`src/rtl/uart_pkg.sv`:
```
// Shared UART definitions: frame geometry, FSM encoding, parity helper.
// Used by both the transmitter and receiver sides of the link.
package uart_pkg;

  localparam int UART_DATA_BITS    = 8;
  localparam int UART_FRAME_BITS   = 11;
  localparam int UART_CLKS_PER_BIT = 5208;

  typedef logic [UART_DATA_BITS-1:0] uart_byte_t;

  typedef enum logic [2:0] {
    IDLE,
    START,
    DATA,
    PARITY,
    STOP
  } uart_state_e;

  function automatic logic parity_bit(
    input uart_byte_t d,
    input logic       odd
  );
    return (^d) ^ odd;
  endfunction

endpackage

```
`src/rtl/uart_tx_parity_transmitter_if.sv`:
```
// Host-side byte handshake plus serial line of the UART transmitter.
// master = byte source, slave = transmitter.
interface uart_tx_parity_transmitter_if;
  import uart_pkg::*;

  logic       tx_start_in;
  uart_byte_t tx_data_in;
  logic       tx_out;
  logic       tx_busy_out;
  logic       tx_done_out;

  modport master (
    output tx_start_in,
    output tx_data_in,
    input  tx_out,
    input  tx_busy_out,
    input  tx_done_out
  );

  modport slave (
    input  tx_start_in,
    input  tx_data_in,
    output tx_out,
    output tx_busy_out,
    output tx_done_out
  );

endinterface

```
`src/rtl/uart_baud_tick_gen.sv`:
```
// Bit-period counter: pulses bit_end on the last cycle of each bit.
// Shared with the receiver for its sampling tick.
module uart_baud_tick_gen #(
  parameter int CLKS_PER_BIT = uart_pkg::UART_CLKS_PER_BIT
) (
  input  logic Clk,
  input  logic reset,
  input  logic clear,
  input  logic enable,
  output logic bit_end
);

  localparam int CW = $clog2(CLKS_PER_BIT);
  localparam logic [CW-1:0] LAST = CW'(CLKS_PER_BIT - 1);

  logic [CW-1:0] cnt;

  assign bit_end = enable && (cnt == LAST);

  always_ff @(posedge Clk or negedge reset) begin
    if (!reset) begin
      cnt <= '0;
    end else if (clear) begin
      cnt <= '0;
    end else if (enable) begin
      cnt <= bit_end ? '0 : cnt + 1'b1;
    end
  end

endmodule

```
`src/rtl/uart_tx_parity_transmitter.sv`:
```
// UART transmitter: start, 8 data bits LSB-first, parity, stop.
// All outputs registered from next-state values.
module uart_tx_parity_transmitter
  import uart_pkg::*;
#(
  parameter int CLKS_PER_BIT = UART_CLKS_PER_BIT,
  parameter int PARITY_ODD   = 0
) (
  input logic Clk,
  input logic reset,
  uart_tx_parity_transmitter_if.slave tx
);

  localparam logic ODD = (PARITY_ODD != 0);

  uart_state_e state, state_nxt;
  uart_byte_t  shift, shift_nxt;
  logic [2:0]  idx, idx_nxt;
  logic        par, par_nxt;
  logic        tx_nxt;
  logic        busy_nxt;
  logic        done_nxt;
  logic        baud_clr;
  logic        bit_end;

  uart_baud_tick_gen #(
    .CLKS_PER_BIT(CLKS_PER_BIT)
  ) u_baud (
    .Clk    (Clk),
    .reset  (reset),
    .clear  (baud_clr),
    .enable (state != IDLE),
    .bit_end(bit_end)
  );

  always_ff @(posedge Clk or negedge reset) begin
    if (!reset) begin
      state <= IDLE;
    end else begin
      state <= state_nxt;
    end
  end

  always_comb begin
    state_nxt = state;
    shift_nxt = shift;
    idx_nxt   = idx;
    par_nxt   = par;
    done_nxt  = 1'b0;
    baud_clr  = 1'b0;
    unique case (state)
      IDLE: begin
        if (tx.tx_start_in && !tx.tx_busy_out) begin
          state_nxt = START;
          shift_nxt = tx.tx_data_in;
          par_nxt   = parity_bit(tx.tx_data_in, ODD);
          idx_nxt   = '0;
          baud_clr  = 1'b1;
        end
      end
      START: begin
        if (bit_end) begin
          state_nxt = DATA;
          idx_nxt   = '0;
        end
      end
      DATA: begin
        if (bit_end) begin
          shift_nxt = shift >> 1;
          idx_nxt   = idx + 3'd1;
          if (idx == 3'd7) state_nxt = PARITY;
        end
      end
      PARITY: begin
        if (bit_end) state_nxt = STOP;
      end
      STOP: begin
        if (bit_end) begin
          state_nxt = IDLE;
          done_nxt  = 1'b1;
        end
      end
      default: state_nxt = IDLE;
    endcase
  end

  // Line level follows the state being entered, so it is registered.
  always_comb begin
    tx_nxt = 1'b1;
    unique case (state_nxt)
      START:   tx_nxt = 1'b0;
      DATA:    tx_nxt = shift_nxt[0];
      PARITY:  tx_nxt = par_nxt;
      default: tx_nxt = 1'b1;
    endcase
    busy_nxt = (state_nxt != IDLE);
  end

  always_ff @(posedge Clk or negedge reset) begin
    if (!reset) begin
      shift          <= '0;
      idx            <= '0;
      par            <= 1'b0;
      tx.tx_out      <= 1'b1;
      tx.tx_busy_out <= 1'b0;
      tx.tx_done_out <= 1'b0;
    end else begin
      shift          <= shift_nxt;
      idx            <= idx_nxt;
      par            <= par_nxt;
      tx.tx_out      <= tx_nxt;
      tx.tx_busy_out <= busy_nxt;
      tx.tx_done_out <= done_nxt;
    end
  end

endmodule

```
`src/flat_wrapper.sv`:
```
// flat-port wrapper written by rule: the top's interface ports become plain ports
module uart_tx_parity_transmitter_flat import uart_pkg::*;
#(
  parameter int CLKS_PER_BIT = UART_CLKS_PER_BIT,
  parameter int PARITY_ODD   = 0
)
  (Clk, reset, tx_tx_start_in, tx_tx_data_in, tx_tx_out, tx_tx_busy_out, tx_tx_done_out);
  uart_tx_parity_transmitter_if tx_i ();
  input logic Clk;
  input logic reset;
  input wire logic [$bits(tx_i.tx_start_in)-1:0] tx_tx_start_in;
  input wire logic [$bits(tx_i.tx_data_in)-1:0] tx_tx_data_in;
  output wire logic [$bits(tx_i.tx_out)-1:0] tx_tx_out;
  output wire logic [$bits(tx_i.tx_busy_out)-1:0] tx_tx_busy_out;
  output wire logic [$bits(tx_i.tx_done_out)-1:0] tx_tx_done_out;
  assign tx_i.tx_start_in = tx_tx_start_in;
  assign tx_i.tx_data_in = tx_tx_data_in;
  assign tx_tx_out = tx_i.tx_out;
  assign tx_tx_busy_out = tx_i.tx_busy_out;
  assign tx_tx_done_out = tx_i.tx_done_out;
  uart_tx_parity_transmitter #(.CLKS_PER_BIT(CLKS_PER_BIT), .PARITY_ODD(PARITY_ODD)) u_core (.Clk(Clk), .reset(reset), .tx(tx_i));
endmodule
```
`config.mk`:
```
export PLATFORM = sky130hd
export DESIGN_NAME = uart_tx_parity_transmitter_flat
export DESIGN_NICKNAME = d
export VERILOG_FILES = /design/src/rtl/uart_pkg.sv /design/src/rtl/uart_tx_parity_transmitter_if.sv /design/src/rtl/uart_baud_tick_gen.sv /design/src/rtl/uart_tx_parity_transmitter.sv /design/src/flat_wrapper.sv
export SDC_FILE = /design/constraint.sdc
export NUM_CORES = 1
export LEC_CHECK = 0
export CAP_MARGIN = 25
export CORE_UTILIZATION = 55
export CTS_CLUSTER_DIAMETER = 120
export CTS_CLUSTER_SIZE = 14
export DETAILED_ROUTE_END_ITERATION = 8
export PLACE_DENSITY_LB_ADDON = 0.3
export SKIP_CTS_REPAIR_TIMING = 1
export SLEW_MARGIN = 20
export SYNTH_ARGS = -nofsm -noshare
export SYNTH_HDL_FRONTEND = slang
export SYNTH_SLANG_ARGS = --single-unit
```
`constraint.sdc`:
```
create_clock -name Clk -period 2.9 [get_ports Clk]
set_clock_uncertainty 0.05 [all_clocks]
set_input_delay 0.29 -clock Clk [delete_from_list [all_inputs] [get_ports Clk]]
set_output_delay 0.29 -clock Clk [all_outputs]
set_load 0.05 [all_outputs]
```
==> results.cfg, run 1 <==
[run]
max-cap-violations = 0

[placement]
placedCellCount = 208
dp_hpwl_mm = 2.40
place_congestion = 0.828
io_buffer_count = 13

[synth]
yosysUniqueCellTypes = 42
syn_area_per_cell_sq_um = 10.0
netlist_instances = 169
yosys_warnings = 0
yosysSeqAreaShare_pct = 45.9
ys_ff_latch = 31
synthArstFlopShare_pct = 100
netlist_area_sq_um = 1690
ys.flop_type = dfrtp_1
synth_edf_count = 0
synth_nets = 183

[cells_and_area]
antenna_cells_inserted = 0
final_cell_mix = 30 x dfrtp_1, 18 x o21ai_0, 15 x nor2_1
final_nets = 198
mostFrequentLayoutCell = dfrtp_1
drive_gt1_share_pct = 12.4
finalNonFillerCells = 216
n_fill_cell = 245
area_growth_pct = 11.5

[setup_path]
critPathCaptureType = flip-flop
critPathRequiredTime_ps = 3090
cp_max_fo = 8
arrival_ps = 2490
critical-path-max-stage-delay_ps = 680
start_kind = flip-flop
reg2regPathDepth = 5
slowest_stage = or4b_1
worstPathCellList = or4b_1 -> or3_4 -> a21oi_1 -> o21ai_1 -> mux2_2
critPathKind = reg2reg

[floorplan]
io_pins = 14
start_util_pct = 59.9
rows = 19
die_x_microns = 57.5
die_h_microns = 57.5
core_sq_um = 2830
dieArea_sq_um = 3310

[sta]
finalCritPeriodShare_pct = 79.3
max_slew.worst_pin.slew_ps = 825
drv_slew = 0
hold_viol_final = 0
post-route-min-period_ps = 2300
rsz0062_at_grt = no
slew_headroom_pct = 44.8
max_clock_freq_ghz = 0.435
final-setup-viol-count = 0
setup-tns-final_ps = 0

[cts]
clockBufferDepth = 2
cts.sinks = 31
h-tree-depth = 2
clkTransAtPathRegs_ps = 100
numCtsBuffers = 5
clock_latency_ps = 340
cts-root-buf = clkbuf_4
cts_tree = yes

[grt]
grt_pass1_vias = 1276
antenna_found_initial = 0
grt_pass1_wl_mm = 5.80
grt_usage_pct = 23.4
grt_max_degree = 32
grt_overflow = 0

[pwr]
power.internal_mw = 0.557
combPwrFrac_pct = 7.4
p_switching_mw = 0.177
p_clk_share_pct = 32.3
power.share.switching_pct = 24.1
p_leak_nw = 0.789
power_density_nw_per_um2 = 388
pwr-share-seq_pct = 60.4
ir_drop_mv = 0.356

[detailed_routing]
drc = 2
vias = 1346
drtIter0Drc = 67
wirelength_mm = 3.35
detail-route-antenna-nets = 0
wl_per_cell_microns = 15.5
viasPerCell = 6.23
firstDrtPassIters = 8

[hold_path]
hold_path.class = in2async

[status]
violations = design-rule violations
outcome = complete, but fails checks
-- critical path, delay by kind of cell, from the launching register on --
| family | cells | cell delay [ps] |
|---|---|---|
| and+or+nand+nor | 2 | 1180 |
| DFF | 1 | 440 |
| muxes | 1 | 270 |
| AOI/OAI and AO/OA | 2 | 260 |
-- power by group through the flow --
stage	logic (mW)	clock network, mW	registers [mW]
3_3_place_gp	0.0535	0	0.451
6_report	0.0539	0.237	0.443
3_5_place_dp	0.0549	0	0.451
2_1_floorplan	0.0249	0	0.450
4_1_cts	0.0553	0.243	0.443
5_1_grt	0.0605	0.261	0.443
-- worst paths after layout --
path	from	endpoint	slack (ps)
worst max-delay path	u_core.u_baud.cnt[9]$_DFFE_PN0P_	u_core.idx[0]$_DFFE_PN0P_	600
worst min-delay path	reset	u_core.idx[0]$_DFFE_PN0P_	280
worst max register to register	u_core.u_baud.cnt[9]$_DFFE_PN0P_	u_core.idx[0]$_DFFE_PN0P_	600
worst min register to register	u_core.shift[2]$_DFFE_PN0P_	u_core.shift[2]$_DFFE_PN0P_	440
max in group asynchronous	reset	u_core.tx.tx_out$_DFF_PN1_	2210
min in group Clk	u_core.shift[2]$_DFFE_PN0P_	u_core.shift[2]$_DFFE_PN0P_	440
-- cells by family after synthesis --
family | share of synthesized area [%]
AND/OR/NAND/NOR | 19.8
AO/OA/AOI/OAI | 21.8
flip-flops | 45.9
buffers and inverters | 3.54
XOR/XNOR | 4.65
multiplexers | 2.14
adder cells (fa/ha/maj) | 2.22
-- synth_stat cells (all sizes together), types with 3 or more instances --
| library cell | n | share of area, % |
|---|---|---|
| nor2 | 15 | 3.3 |
| dfrtp | 30 | 44 |
| clkbuf | 3 | 0.66 |
| a21o | 6 | 2.7 |
| a22o | 10 | 5.2 |
| ha | 3 | 2.2 |
| inv | 3 | 0.66 |
| a21oi | 7 | 3.0 |
| nor4 | 4 | 3.2 |
| buf | 5 | 2.2 |
| o31ai | 3 | 1.6 |
| nand2 | 12 | 2.7 |
| o21ai | 22 | 6.5 |
| a31oi | 3 | 1.1 |
| nand3 | 5 | 1.5 |
| nand2b | 3 | 1.1 |
| nand4 | 6 | 2.2 |
| xnor2 | 8 | 4.1 |
| nor2b | 3 | 1.1 |
-- cell type report --
cell class	instances	area, sq um	share of cell area [%]
Clock buffer	5	37.5	1.99
Sequential cell	31	777	41.1
Clock inverter	3	15.0	0.795
Timing Repair Buffer	16	153	8.08
Multi-Input combinational cell	127	857	45.4
Inverter	3	11.3	0.596
Tap cell	31	38.8	2.05
-- state kept, by name, summed over array words and instances, names as in the netlist --
| signal | count |
|---|---|
| u_core.tx.tx_out | 1 |
| u_core.tx.tx_busy_out | 1 |
| u_core.shift | 8 |
| u_core.u_baud.cnt | 13 |
| u_core.idx | 3 |
| u_core.state | 3 |
| u_core.par | 1 |
| u_core.tx.tx_done_out | 1 |
-- per-stage QoR --
step | hold WS [ps] | worst slack, ps | utilization, % | instance area (sq um) | power (mW)
after floorplan | -55.6 | 671 | - | 1690 | 0.475
after detailed placement | 417 | 589 | 64.9 | 1840 | 0.506
after global placement | 409 | 649 | 64.9 | 1840 | 0.504
after global routing | 321 | 447 | 66.8 | 1890 | 0.765
final | 281 | 600 | 66.8 | 1890 | 0.733
after CTS | 295 | 585 | 66.8 | 1890 | 0.741
-- routing by layer --
layer,vias to the layer above,GRT usage [%],part of all wire (%)
met2,25,36.4,47
met1,665,30.2,46
met4,0,8.71,1.9
met5,-,0,0
met3,8,7.94,4.4
li1,648,-,-
No activity file was read; power rests on OpenSTA's default activity.
==> run 2, diff against run 1 <==
Settings changed: CORE_UTILIZATION 55 to 51.
Clock period 2.9 ns to 2 ns, I/O delays scaled along.
==> results.cfg, run 2 (same netlist as run 1, synthesis figures left out) <==
[pwr]
pwr-share-seq_pct = 60.1
power_mw = 1.07
ir_drop_mv = 0.382
p_switching_mw = 0.251
power.internal_mw = 0.817
power_density_nw_per_um2 = 492
p_leak_nw = 0.938
power.share.switching_pct = 23.5
p_clk_share_pct = 32.6
combPwrFrac_pct = 7.3

[detailed_routing]
firstDrtPassIters = 4
detail-route-antenna-nets = 0
wirelength_mm = 4.13
drtIter0Drc = 96
vias = 1486
wl_per_cell_microns = 16.1
viasPerCell = 5.78
drc = 0

[placement]
placedCellCount = 244
place_congestion = 0.845
dp_hpwl_mm = 2.81
io_buffer_count = 13

[cells_and_area]
finalNonFillerCells = 257
mostFrequentLayoutCell = dfrtp_1
antenna_cells_inserted = 0
final_cell_mix = 30 x dfrtp_1, 29 x buf_4, 18 x o21ai_1
top_register = u_core.u_baud.cnt
drive_gt1_share_pct = 26.3
top_regs = u_core.u_baud.cnt (13), u_core.shift (8)
largest_register_ffs = 13
final_nets = 226
area_growth_pct = 28.2

[setup_path]
critPathKind = reg2reg
critPathCaptureType = flip-flop
critPathRequiredTime_ps = 2230
arrival_ps = 2360
start_kind = flip-flop
cp_max_fo = 7

[grt]
grt_pass1_wl_mm = 6.24
grt.met2_usage_pct = 39.8
grt_overflow = 0
grt_max_degree = 32
grt_pass1_vias = 1421
top_usage_layer = met2
met1_usage_pct = 29.0
grt_usage_pct = 24.5
antenna_found_initial = 0
grtUsageMet3_pct = 7.64

[sta]
rsz0062_at_grt = yes
drv_slew = 0
final-setup-viol-count = 2
post-route-min-period_ps = 2130
fin_hold_ws_ps = 180
finalWorstSetupSlack_ps = -133
slew_headroom_pct = 67.2
hold_viol_final = 0
finalCritPeriodShare_pct = 107
max_slew.worst_pin.slew_ps = 490
max_clock_freq_ghz = 0.469

[cts]
clock_latency_ps = 350
h-tree-depth = 2
cts_tree = yes
cts-root-buf = clkbuf_4
cts.sinks = 31
clockBufferDepth = 2
numCtsBuffers = 5
clkTransAtPathRegs_ps = 100

[floorplan]
core_sq_um = 3100
start_util_pct = 54.6
die_h_microns = 59.6
dieArea_sq_um = 3560
rows = 20
io_pins = 14
die_x_microns = 59.6

[hold_path]
hold_path.class = in2async

[status]
violations = negative setup slack
outcome = complete, but fails checks

[run]
max-cap-violations = 0
run 2: cell count changes in the layout (fill, tap and decap cells not counted), moves of 2 or more:
cell / previous run / this run
buf_6: 0 / 2
o21ai_1: 4 / 18
buf_4: 3 / 29
clkinv_2: 3 / 0
clkbuf_1: 0 / 3
o21ai_0: 18 / 3
run 2: power groups by stage:
stage                     combinational, mW  clock (mW)  sequential [mW]
after floorplan                      0.0361           0            0.653
after global placement               0.0764           0            0.653
after detailed placement             0.0793           0            0.654
after CTS                            0.0797       0.351            0.642
after global routing                 0.0856       0.381            0.643
final                                0.0780       0.348            0.642
run 2: stage by stage:
stage / cell area, sq um / setup slack (ps) / setup TNS, ps / util [%]
after floorplan: 1710 / -144 / -1130 / -
after global placement: 2030 / -116 / -1320 / 65.5
after detailed placement: 2030 / -217 / -2530 / 65.5
after CTS: 2080 / -240 / -2940 / 67.1
after global routing: 2170 / -200 / -1010 / 70.0
final: 2170 / -133 / -208 / 70.0
run 2: per-layer routing:
| metal | wire length (microns) | up-vias |
|---|---|---|
| met3 | 166 | 12 |
| met2 | 2060 | 42 |
| met1 | 1800 | 723 |
| met5 | 0 | - |
| li1 | - | 709 |
| met4 | 100 | 0 |
run 2: final cells by class:
cell class / count / area, sq um
multi-input combinational: 127 / 910
clock buffer: 8 / 48.8
sequential: 31 / 777
fill: 241 / 931
timing repair buffer: 44 / 370
tap: 44 / 55.1
inverter: 3 / 11.3
run 2: critical path: stages, from the launching register on:
cell	delay (ps)
dfrtp_1	390
or4b_4	590
or3_4	420
nand4_1	170
nand4_1	140
mux2_4	290
run 2: final timing paths:
path / from / end / slack [ps] / cells after the start
max in group asynchronous: reset / u_core.tx.tx_out$_DFF_PN1_ / 1390 / 2
hold reg to reg: u_core.shift[4]$_DFFE_PN0P_ / u_core.shift[4]$_DFFE_PN0P_ / 430 / 1
setup / recovery: u_core.u_baud.cnt[11]$_DFFE_PN0P_ / u_core.tx.tx_out$_DFF_PN1_ / -130 / 5
min in group Clk: u_core.shift[4]$_DFFE_PN0P_ / u_core.shift[4]$_DFFE_PN0P_ / 430 / 1
setup reg to reg: u_core.u_baud.cnt[11]$_DFFE_PN0P_ / u_core.tx.tx_out$_DFF_PN1_ / -130 / 5
hold / removal: reset / u_core.u_baud.cnt[5]$_DFFE_PN0P_ / 180 / 2
==> run 3, diff against run 2 <==
Settings changed: SYNTH_HIERARCHICAL from default to 1.
==> results.cfg, run 3 <==
[hold_path]
hold_path.class = in2async

[grt]
grt_pass1_wl_mm = 5.55
grt_overflow = 0
antenna_found_initial = 0
grt_usage_pct = 21.5
grt_max_degree = 32
grt_pass1_vias = 1285

[synth]
yosysSeqAreaShare_pct = 46.2
synthXorXnorAreaFrac_pct = 7.81
syn_area_per_cell_sq_um = 10.3
ys.flop_type = dfrtp_1
synth_adder_area_share_pct = 2.23
synth_edf_count = 0
synth_compound_area_share_pct = 20.5
netlist_instances = 163
synth_area_leaders = dfrtp_1 45%, a22o_1 5.7%, xnor2_1 5.2%
synthTopCellsByCount = 30 x dfrtp_1, 15 x nor2_1, 13 x nand2_1
synth.most_common_cell = dfrtp_1
ys_ff_latch = 31
synth_top_family_by_area = compound AO/OA/AOI/OAI gates
yosys_warnings = 6
netlist_area_sq_um = 1680
synth_mux_area_share_pct = 0
yosysUniqueCellTypes = 47
synth_nets = 177
synth_top_area_cell = dfrtp_1
synth_simple_gate_area_share_pct = 19.6
synthArstFlopShare_pct = 100
synth_top_area_share_pct = 44.6

[cts]
clkTransAtPathRegs_ps = 90
cts.sinks = 31
clockBufferDepth = 2
numCtsBuffers = 5
h-tree-depth = 2
cts-root-buf = clkbuf_4
clock_latency_ps = 330
cts_tree = yes

[cells_and_area]
final_cell_mix = 30 x dfrtp_1, 19 x buf_4, 15 x nor2_1
largest_register_ffs = 13
finalNonFillerCells = 239
area_growth_pct = 20.3
drive_gt1_share_pct = 19.5
final_cell_area_sq_um = 2020
mostFrequentLayoutCell = dfrtp_1
final_nets = 208
top_regs = u_core/u_baud/cnt (13), u_core/shift (8)
final_core_util_pct = 65.2
top_register = u_core/u_baud/cnt
antenna_cells_inserted = 0

[placement]
io_buffer_count = 13
pre_cts_ws_ps = 17.4
dpl_cell_area_sq_um = 1960
place_congestion = 0.897
placedCellCount = 230
dp_hpwl_mm = 2.37

[floorplan]
rows = 20
die_h_microns = 59.4
dieArea_sq_um = 3530
die_x_microns = 59.4
start_util_pct = 54.2
core_sq_um = 3100
io_pins = 14

[setup_path]
cp_max_fo = 10
critPathRequiredTime_ps = 2200
reg2regPathDepth = 8
arrival_ps = 2150
critPathKind = reg2reg
start_kind = flip-flop
critPathCaptureType = flip-flop

[detailed_routing]
detail-route-antenna-nets = 0
drc = 0
wl_per_cell_microns = 14.1
drtIter0Drc = 53
vias = 1346
firstDrtPassIters = 4
wirelength_mm = 3.37
viasPerCell = 5.63

[run]
max-cap-violations = 0

[sta]
final-setup-viol-count = 0
setup-tns-final_ps = 0
rsz0062_at_grt = yes
slew_headroom_pct = 67.2
finalCritPeriodShare_pct = 97.4
drv_slew = 0
finalWorstSetupSlack_ps = 52.7
max_clock_freq_ghz = 0.514
fin_hold_ws_ps = 214
hold_viol_final = 0
post-route-min-period_ps = 1950
max_slew.worst_pin.slew_ps = 490

[pwr]
power_density_nw_per_um2 = 741
power_mw = 1.50
p_leak_nw = 0.925
ir_drop_mv = 0.470

[status]
outcome = completed
## run 3: changes by cell type in the layout (fill, tap and decap cells not counted), moves of 3 or more
cell	previous run	this run
a31oi_1	3	6
buf_4	29	19
nand4_1	6	1
o21ai_1	18	2
xor2_1	1	5
## run 3: power by group
group,internal [mW],switching [mW]
logic,0.199,0.187
clock network,0.140,0.206
registers,0.707,0.0614
## run 3: kinds of logic after synthesis
logic type	count (synthesis)
and+or+nand+nor	58
DFF	31
adders and majority gates	3
AOI/OAI and AO/OA	45
xor gates and xnor gates	15
buffers and inverters	11
## run 3: path summary, 6_finish.rpt
| kind | to | slack (ps) | start |
|---|---|---|---|
| setup / recovery | u_core/tx.tx_out$_DFF_PN1_ | 50 | u_core/state[1]$_DFF_PN0_ |
| hold / removal | u_core/u_baud/cnt[2]$_DFFE_PN0P_ | 210 | reset |
| setup reg to reg | u_core/tx.tx_out$_DFF_PN1_ | 50 | u_core/state[1]$_DFF_PN0_ |
| hold reg to reg | u_core/shift[6]$_DFFE_PN0P_ | 440 | u_core/shift[6]$_DFFE_PN0P_ |
| max in group asynchronous | u_core/tx.tx_out$_DFF_PN1_ | 1360 | reset |
| min in group Clk | u_core/shift[6]$_DFFE_PN0P_ | 440 | u_core/shift[6]$_DFFE_PN0P_ |
## run 3: area by class of cell
| cell class | instances | area, sq um |
|---|---|---|
| Timing Repair Buffer | 32 | 273 |
| Sequential cell | 31 | 777 |
| Fill cell | 269 | 1080 |
| Clock buffer | 8 | 48.8 |
| Tap cell | 44 | 55.1 |
| Inverter | 3 | 16.3 |
| Multi-Input combinational cell | 121 | 855 |
## run 3: critical path: stages (launching register included)
cell,delay (ps)
dfrtp_1,390
or3_4,390
buf_4,160
and4_1,160
buf_4,170
nor2b_2,160
a21o_1,180
a31oi_1,120
a21oi_1,100
## run 3: layer usage
| metal | wire length [microns] | track usage [%] | part of all wire, % |
|---|---|---|---|
| met1 | 1650 | 27.4 | 49 |
| met2 | 1520 | 32.9 | 45 |
| met3 | 138 | 4.59 | 4.1 |
| met4 | 68 | 13.3 | 2.0 |
| met5 | 0 | 0 | 0 |
==> edit 1 (flow settings as in run 1) <==
Reset style: synchronous (`reset`), changed in 3 clocked blocks.
--- a/src/rtl/uart_baud_tick_gen.sv
+++ b/src/rtl/uart_baud_tick_gen.sv
@@ -17,7 +17,7 @@
 
   assign bit_end = enable && (cnt == LAST);
 
-  always_ff @(posedge Clk or negedge reset) begin
+  always_ff @(posedge Clk) begin
     if (!reset) begin
       cnt <= '0;
     end else if (clear) begin
--- a/src/rtl/uart_tx_parity_transmitter.sv
+++ b/src/rtl/uart_tx_parity_transmitter.sv
@@ -33,7 +33,7 @@
     .bit_end(bit_end)
   );
 
-  always_ff @(posedge Clk or negedge reset) begin
+  always_ff @(posedge Clk) begin
     if (!reset) begin
       state <= IDLE;
     end else begin
@@ -96,7 +96,7 @@
     busy_nxt = (state_nxt != IDLE);
   end
 
-  always_ff @(posedge Clk or negedge reset) begin
+  always_ff @(posedge Clk) begin
     if (!reset) begin
       shift          <= '0;
       idx            <= '0;
Check against the original RTL: differs if reset is asserted again (counterexample within 4 cycles, from zero or initial values and one cycle with reset low); with reset held inactive, the same outputs for 10 cycles.
==> edit 1 against run 1 <==
Sequential cell count is the same. Worst setup slack gained 0.39 ns. Final area shrank 3.9%. Die area shrank 4.3%. Wire length shrank 5.9%. Synthesized area shrank 4.4%.
Power is not compared: it rests on default switching activity, and its combinational part moved more than twofold at a synthesized area within 25%.
==> edit 1: results (changes against run 1) <==
Route
  – Vias per Instance: 5.80 (-6.9%)
  – DRT Pass-1 Iters: 6 (-2)
  – WL final: 3150 µm (-5.9%)
  – Drt initial violations: 45 (-33%)

Clocking
  – CTS clk-pin slew, worst paths: 0.10 ns (about the same)
  – Skew-Pair Late Insertion Delay: ~0.33 ns
  – Max Root-Sink Buffers: 2 (unchanged)
  – Clk root buf: clkbuf_4
  – CTS HTree Levels: 2 (unchanged)
  – Num CTS Buffers: 5 (unchanged)

Status
  – Status: finished clean

Placement
  – Dpl hpwl: 2260 µm (-5.6%)
  – Final GP Congestion: 0.844 (+2.0%)
  – Port buffer count: 13 (unchanged)
  – Post-place setup slack: 1.01 ns (+0.424 ns)

Synth
  – Post-synth ARST share: 0% (-100 points)
  – Yosys warns: 0 (unchanged)
  – Register area share after synthesis: 38.3% (-7.5 points)
  – Count of different cell masters after synthesis: 45 (+7.1%)
  – Post-Syn Nets: 193 (+5.5%)
  – Top cells by area, synth: dfxtp_1, xnor2_1, nand2_1
  – Top cells by count, synth: dfxtp_1, nand2_1, nor2_1

Finish
  – Share of cells above drive strength 1: 8.85% (-3.6 points)
  – Nets: 205 (+3.5%)
  – Top flop regs: u_core.u_baud.cnt: 13 flops, u_core.shift: 8 flops
  – FILL cells: 233 (-4.9%)
  – Ant diodes: 0 (unchanged)

Global routing
  – Initial antenna violation count: 0 (unchanged)
  – Largest net degree at the start of global routing: 23 (-28%)
  – Total Routing Usage GR: 22.0% (-1.4 points)
  – Vias in the first global route: 1307 (+2.4%)
  – First-pass GRT wire length: 5480 µm (-5.5%)

Setup path
  – Crit path max-delay cell type: or3_1
  – Max incr delay on CP: 0.58 ns (-0.10 ns)
  – Data arrival, critical path: 2.05 ns (-0.44 ns)
  – Setup crit start kind: register
  – Worst-path fanout max: 15 (+7)
  – Delay-heaviest family, CP: simple AND/OR/NAND/NOR gates

Timing
  – Slew headroom: 61.4% (+17 points)
  – Fin. Hold Viols: 0 (unchanged)

Power and ir drop
  – Peak VDD IR: approximately 0.00050 V
  – Leakage: between 0.0006 and 0.0007 µW

Worst hold path
  – Tightest Hold Check Type: register to register
[edit 1: tightest hold or removal path: cells and delay by family, from the launching register on]
family	cells	cell delay [ns]
compound gates	1	0.05
simple gates	1	0.05
flops	1	0.32
[edit 1: cells by family (layout without fill, tap and decap cells)]
family	count (synthesis)	after routing	synth area share (%)
AND/OR/NAND/NOR	79	79	28.4
adder cells (fa/ha/maj)	3	3	2.32
multiplexers	5	5	3.17
buffers and inverters	13	26	5.02
AO/OA/AOI/OAI	31	31	13.6
XOR/XNOR	17	17	9.20
flip-flops	31	31	38.3
[edit 1: per-layer routing]
layer  wire length (µm)  track usage (%)
met1               1420             25.1
met3                131             6.91
met4                 58             9.76
met5                  0                0
met2               1540             37.6
[edit 1: worst paths after layout]
check / startpoint / cells after the start / endpoint / slack, ns
max: u_core.state[0] / 5 / u_core.u_baud.cnt[3] / 0.99
min: u_core.shift[6] / 2 / u_core.shift[6] / 0.41
max reg2reg: u_core.state[0] / 5 / u_core.u_baud.cnt[3] / 0.99
min reg2reg: u_core.shift[6] / 2 / u_core.shift[6] / 0.41
[edit 1: metrics by stage]
step           instances  area [µm²]  hold WS [ns]  power, µW
3_5_place_dp         215        1730         0.398        590
3_3_place_gp         215        1730         0.395        587
6_report             223        1820         0.414        933
4_1_cts              223        1820         0.413        945
2_1_floorplan        179        1620         0.385        561
5_1_grt              223        1820         0.434        976
[edit 1: report_power, final]
part	total (µW)	switching (µW)	internal [µW]	leakage, µW
Combinational	127	69.1	58.2	0.000349
Sequential	452	11.1	441	0.000252
Clock	354	150	204	0.0000482
[edit 1: area by class of cell]
| type | instances | area [µm²] | share of cell area (%) |
|---|---|---|---|
| repair buffers | 14 | 138 | 7.58 |
| well taps | 31 | 38.8 | 2.14 |
| clock buffers | 6 | 51.3 | 2.83 |
| multi-input cells | 135 | 917 | 50.5 |
| clock inverters | 2 | 35.0 | 1.93 |
| inverters | 4 | 15.0 | 0.827 |
| flip-flops and latches | 31 | 621 | 34.2 |
==> edit 2 (config.mk and constraints of run 1) <==
Made on the original files. `PARITY_ODD` is set to 0 in 2 places; all go to 1.
--- a/src/rtl/uart_tx_parity_transmitter.sv
+++ b/src/rtl/uart_tx_parity_transmitter.sv
@@ -4,7 +4,7 @@
   import uart_pkg::*;
 #(
   parameter int CLKS_PER_BIT = UART_CLKS_PER_BIT,
-  parameter int PARITY_ODD   = 0
+  parameter int PARITY_ODD   = 1
 ) (
   input logic Clk,
   input logic reset,
--- a/src/flat_wrapper.sv
+++ b/src/flat_wrapper.sv
@@ -2,7 +2,7 @@
 module uart_tx_parity_transmitter_flat import uart_pkg::*;
 #(
   parameter int CLKS_PER_BIT = UART_CLKS_PER_BIT,
-  parameter int PARITY_ODD   = 0
+  parameter int PARITY_ODD   = 1
 )
   (Clk, reset, tx_tx_start_in, tx_tx_data_in, tx_tx_out, tx_tx_busy_out, tx_tx_done_out);
   uart_tx_parity_transmitter_if tx_i ();
Formal check against the unedited RTL: same outputs for any inputs over 10 cycles, from zero or initial values and one cycle with reset low; that may be too few to reach the edited logic, so the function may still have changed.
==> edit 2 against run 1 <==
Final area decreased by 2.3%. Wire length increased by 2.1%. Worst setup slack got worse by 0.038 ns. Synthesized area decreased by 4.9%. Hold slack improved by 0.0041 ns. Fmax decreased by 1.6%. Global-route usage increased by 1.3 points. Sequential cell count unchanged. Critical path type unchanged. Critical endpoint is now u_core.tx.tx_out.
Power is not compared: it rests on default switching activity, and its combinational part moved more than twofold at a synthesized area within 25%.
==> edit 2: results (changes against run 1) <==
Status
  – Status: finished clean

Clocking
  – Clk root buf: clkbuf_4
  – Num CTS Buffers: 5 (unchanged)
  – Max Root-Sink Buffers: 2 (unchanged)
  – Skew-Pair Late Insertion Delay: between 0.3 and 0.4 ns
  – CTS clk-pin slew, worst paths: 0.09 ns

Global routing
  – Vias in the first global route: 1362 (+6.7%)
  – Largest net degree at the start of global routing: 32 (unchanged)
  – First-pass GRT wire length: 5940 µm (+2.5%)
  – Total Routing Usage GR: 24.7% (+1.3 points)
  – Initial antenna violation count: 0 (unchanged)

Placement
  – Port buffer count: 13 (unchanged)
  – Dpl hpwl: 2410 µm (+0.42%)
  – Final GP Congestion: 0.916 (+11%)

Synth
  – Register area share after synthesis: 48.3% (+2.4 points)
  – Compound-Gate Fraction of Synth Area: 17.2% (-4.6 points)
  – Yosys warns: 0 (unchanged)
  – Synth Area in Adders: 2.33% (+0.12 points)
  – Post-synth ARST share: 100% (unchanged)
  – Post-Syn Nets: 189 (+3.3%)
  – XOR/XNOR share of the synthesized area: 4.90% (+0.24 points)
  – Count of different cell masters after synthesis: 38 (-9.5%)
  – Top cells by count, synth: nand2_1, dfrtp_1, o21ai_0
  – Top cells by area, synth: dfrtp_1, nand2_1, o21ai_0
  – Post-synthesis mux area share: 2.10% (-0.044 points)

Worst hold path
  – Tightest Hold Check Type: input pin to asynchronous set/reset pin

Route
  – Drt initial violations: 50 (-25%)
  – Vias per Instance: 6.04 (-3.0%)
  – DRT Pass-1 Iters: 4 (-4)
  – WL final: 3420 µm (+2.1%)

Setup path
  – Crit path max-delay cell type: or4b_1
  – Worst-path fanout max: 6 (-2)
  – Data arrival, critical path: 2.57 ns (+0.08 ns)
  – R2r startpoint: u_core.u_baud.cnt[8]
  – Setup crit start kind: register
  – Max incr delay on CP: 0.65 ns (-0.03 ns)

Finish
  – Top flop regs: u_core.u_baud.cnt: 13 flops, u_core.shift: 8 flops
  – Share of cells above drive strength 1: 8.29% (-4.1 points)
  – Ant diodes: 0 (unchanged)
  – FILL cells: 206 (-16%)
  – Nets: 206 (+4.0%)

Timing
  – Worst-Margin Slew: 0.686 ns (-0.139 ns)

Power and ir drop
  – Peak VDD IR: 0.000474 V
  – Leakage: 0.000785 µW
[edit 2: power breakdown]
part           switching [µW]  internal [µW]
Clock                     145            142
Combinational             188            148
Sequential               97.1            533
Total                     430            824
[edit 2: per-stage QoR]
stage               power (µW)  instances  area [µm²]  setup slack, ns
global placement           945        216        1780            0.682
global route              1330        224        1850            0.397
detailed placement         966        216        1780            0.568
finish                    1250        224        1850            0.562
floorplan                  863        175        1610            0.775
CTS                       1260        224        1850            0.566
[edit 2: area by class of cell]
type | count | share of cell area, %
Sequential cell | 31 | 42.1
Inverter | 4 | 0.814
Multi-Input combinational cell | 134 | 43.0
Timing Repair Buffer | 16 | 8.27
Tap cell | 31 | 2.10
Clock buffer | 8 | 3.73
[edit 2: critical path: cells and delay by family, from the launching register on]
kind            cells  cell delay [ns]
simple gates        3             1.41
compound gates      2             0.42
flops               1             0.42
[edit 2: layer usage]
layer | wire length, µm | GRT usage, % | up-vias
li1 | - | - | 665
met1 | 1520 | 29.2 | 655
met2 | 1720 | 41.7 | 28
met3 | 111 | 5.35 | 6
met4 | 67 | 13.6 | 0
met5 | 0 | 0 | -
[edit 2: worst paths after layout]
path | endpoint | slack, ns | depth (start not counted)
min | u_core.u_baud.cnt[5] | 0.29 | 2
min in group Clk | u_core.shift[4] | 0.43 | 2
max reg2reg | u_core.tx.tx_out | 0.56 | 5
max in group asynchronous | u_core.tx.tx_out | 2.19 | 2
min reg2reg | u_core.shift[4] | 0.43 | 2
max | u_core.tx.tx_out | 0.56 | 5
[edit 2: cells by family (layout without fill, tap and decap cells)]
| group | after synthesis | in the layout |
|---|---|---|
| mux | 3 | 3 |
| compound gates | 44 | 44 |
| simple gates | 75 | 75 |
| flops | 31 | 31 |
| xor+xnor | 9 | 9 |
| fa+ha+maj | 3 | 3 |
| buf+inv | 10 | 28 |
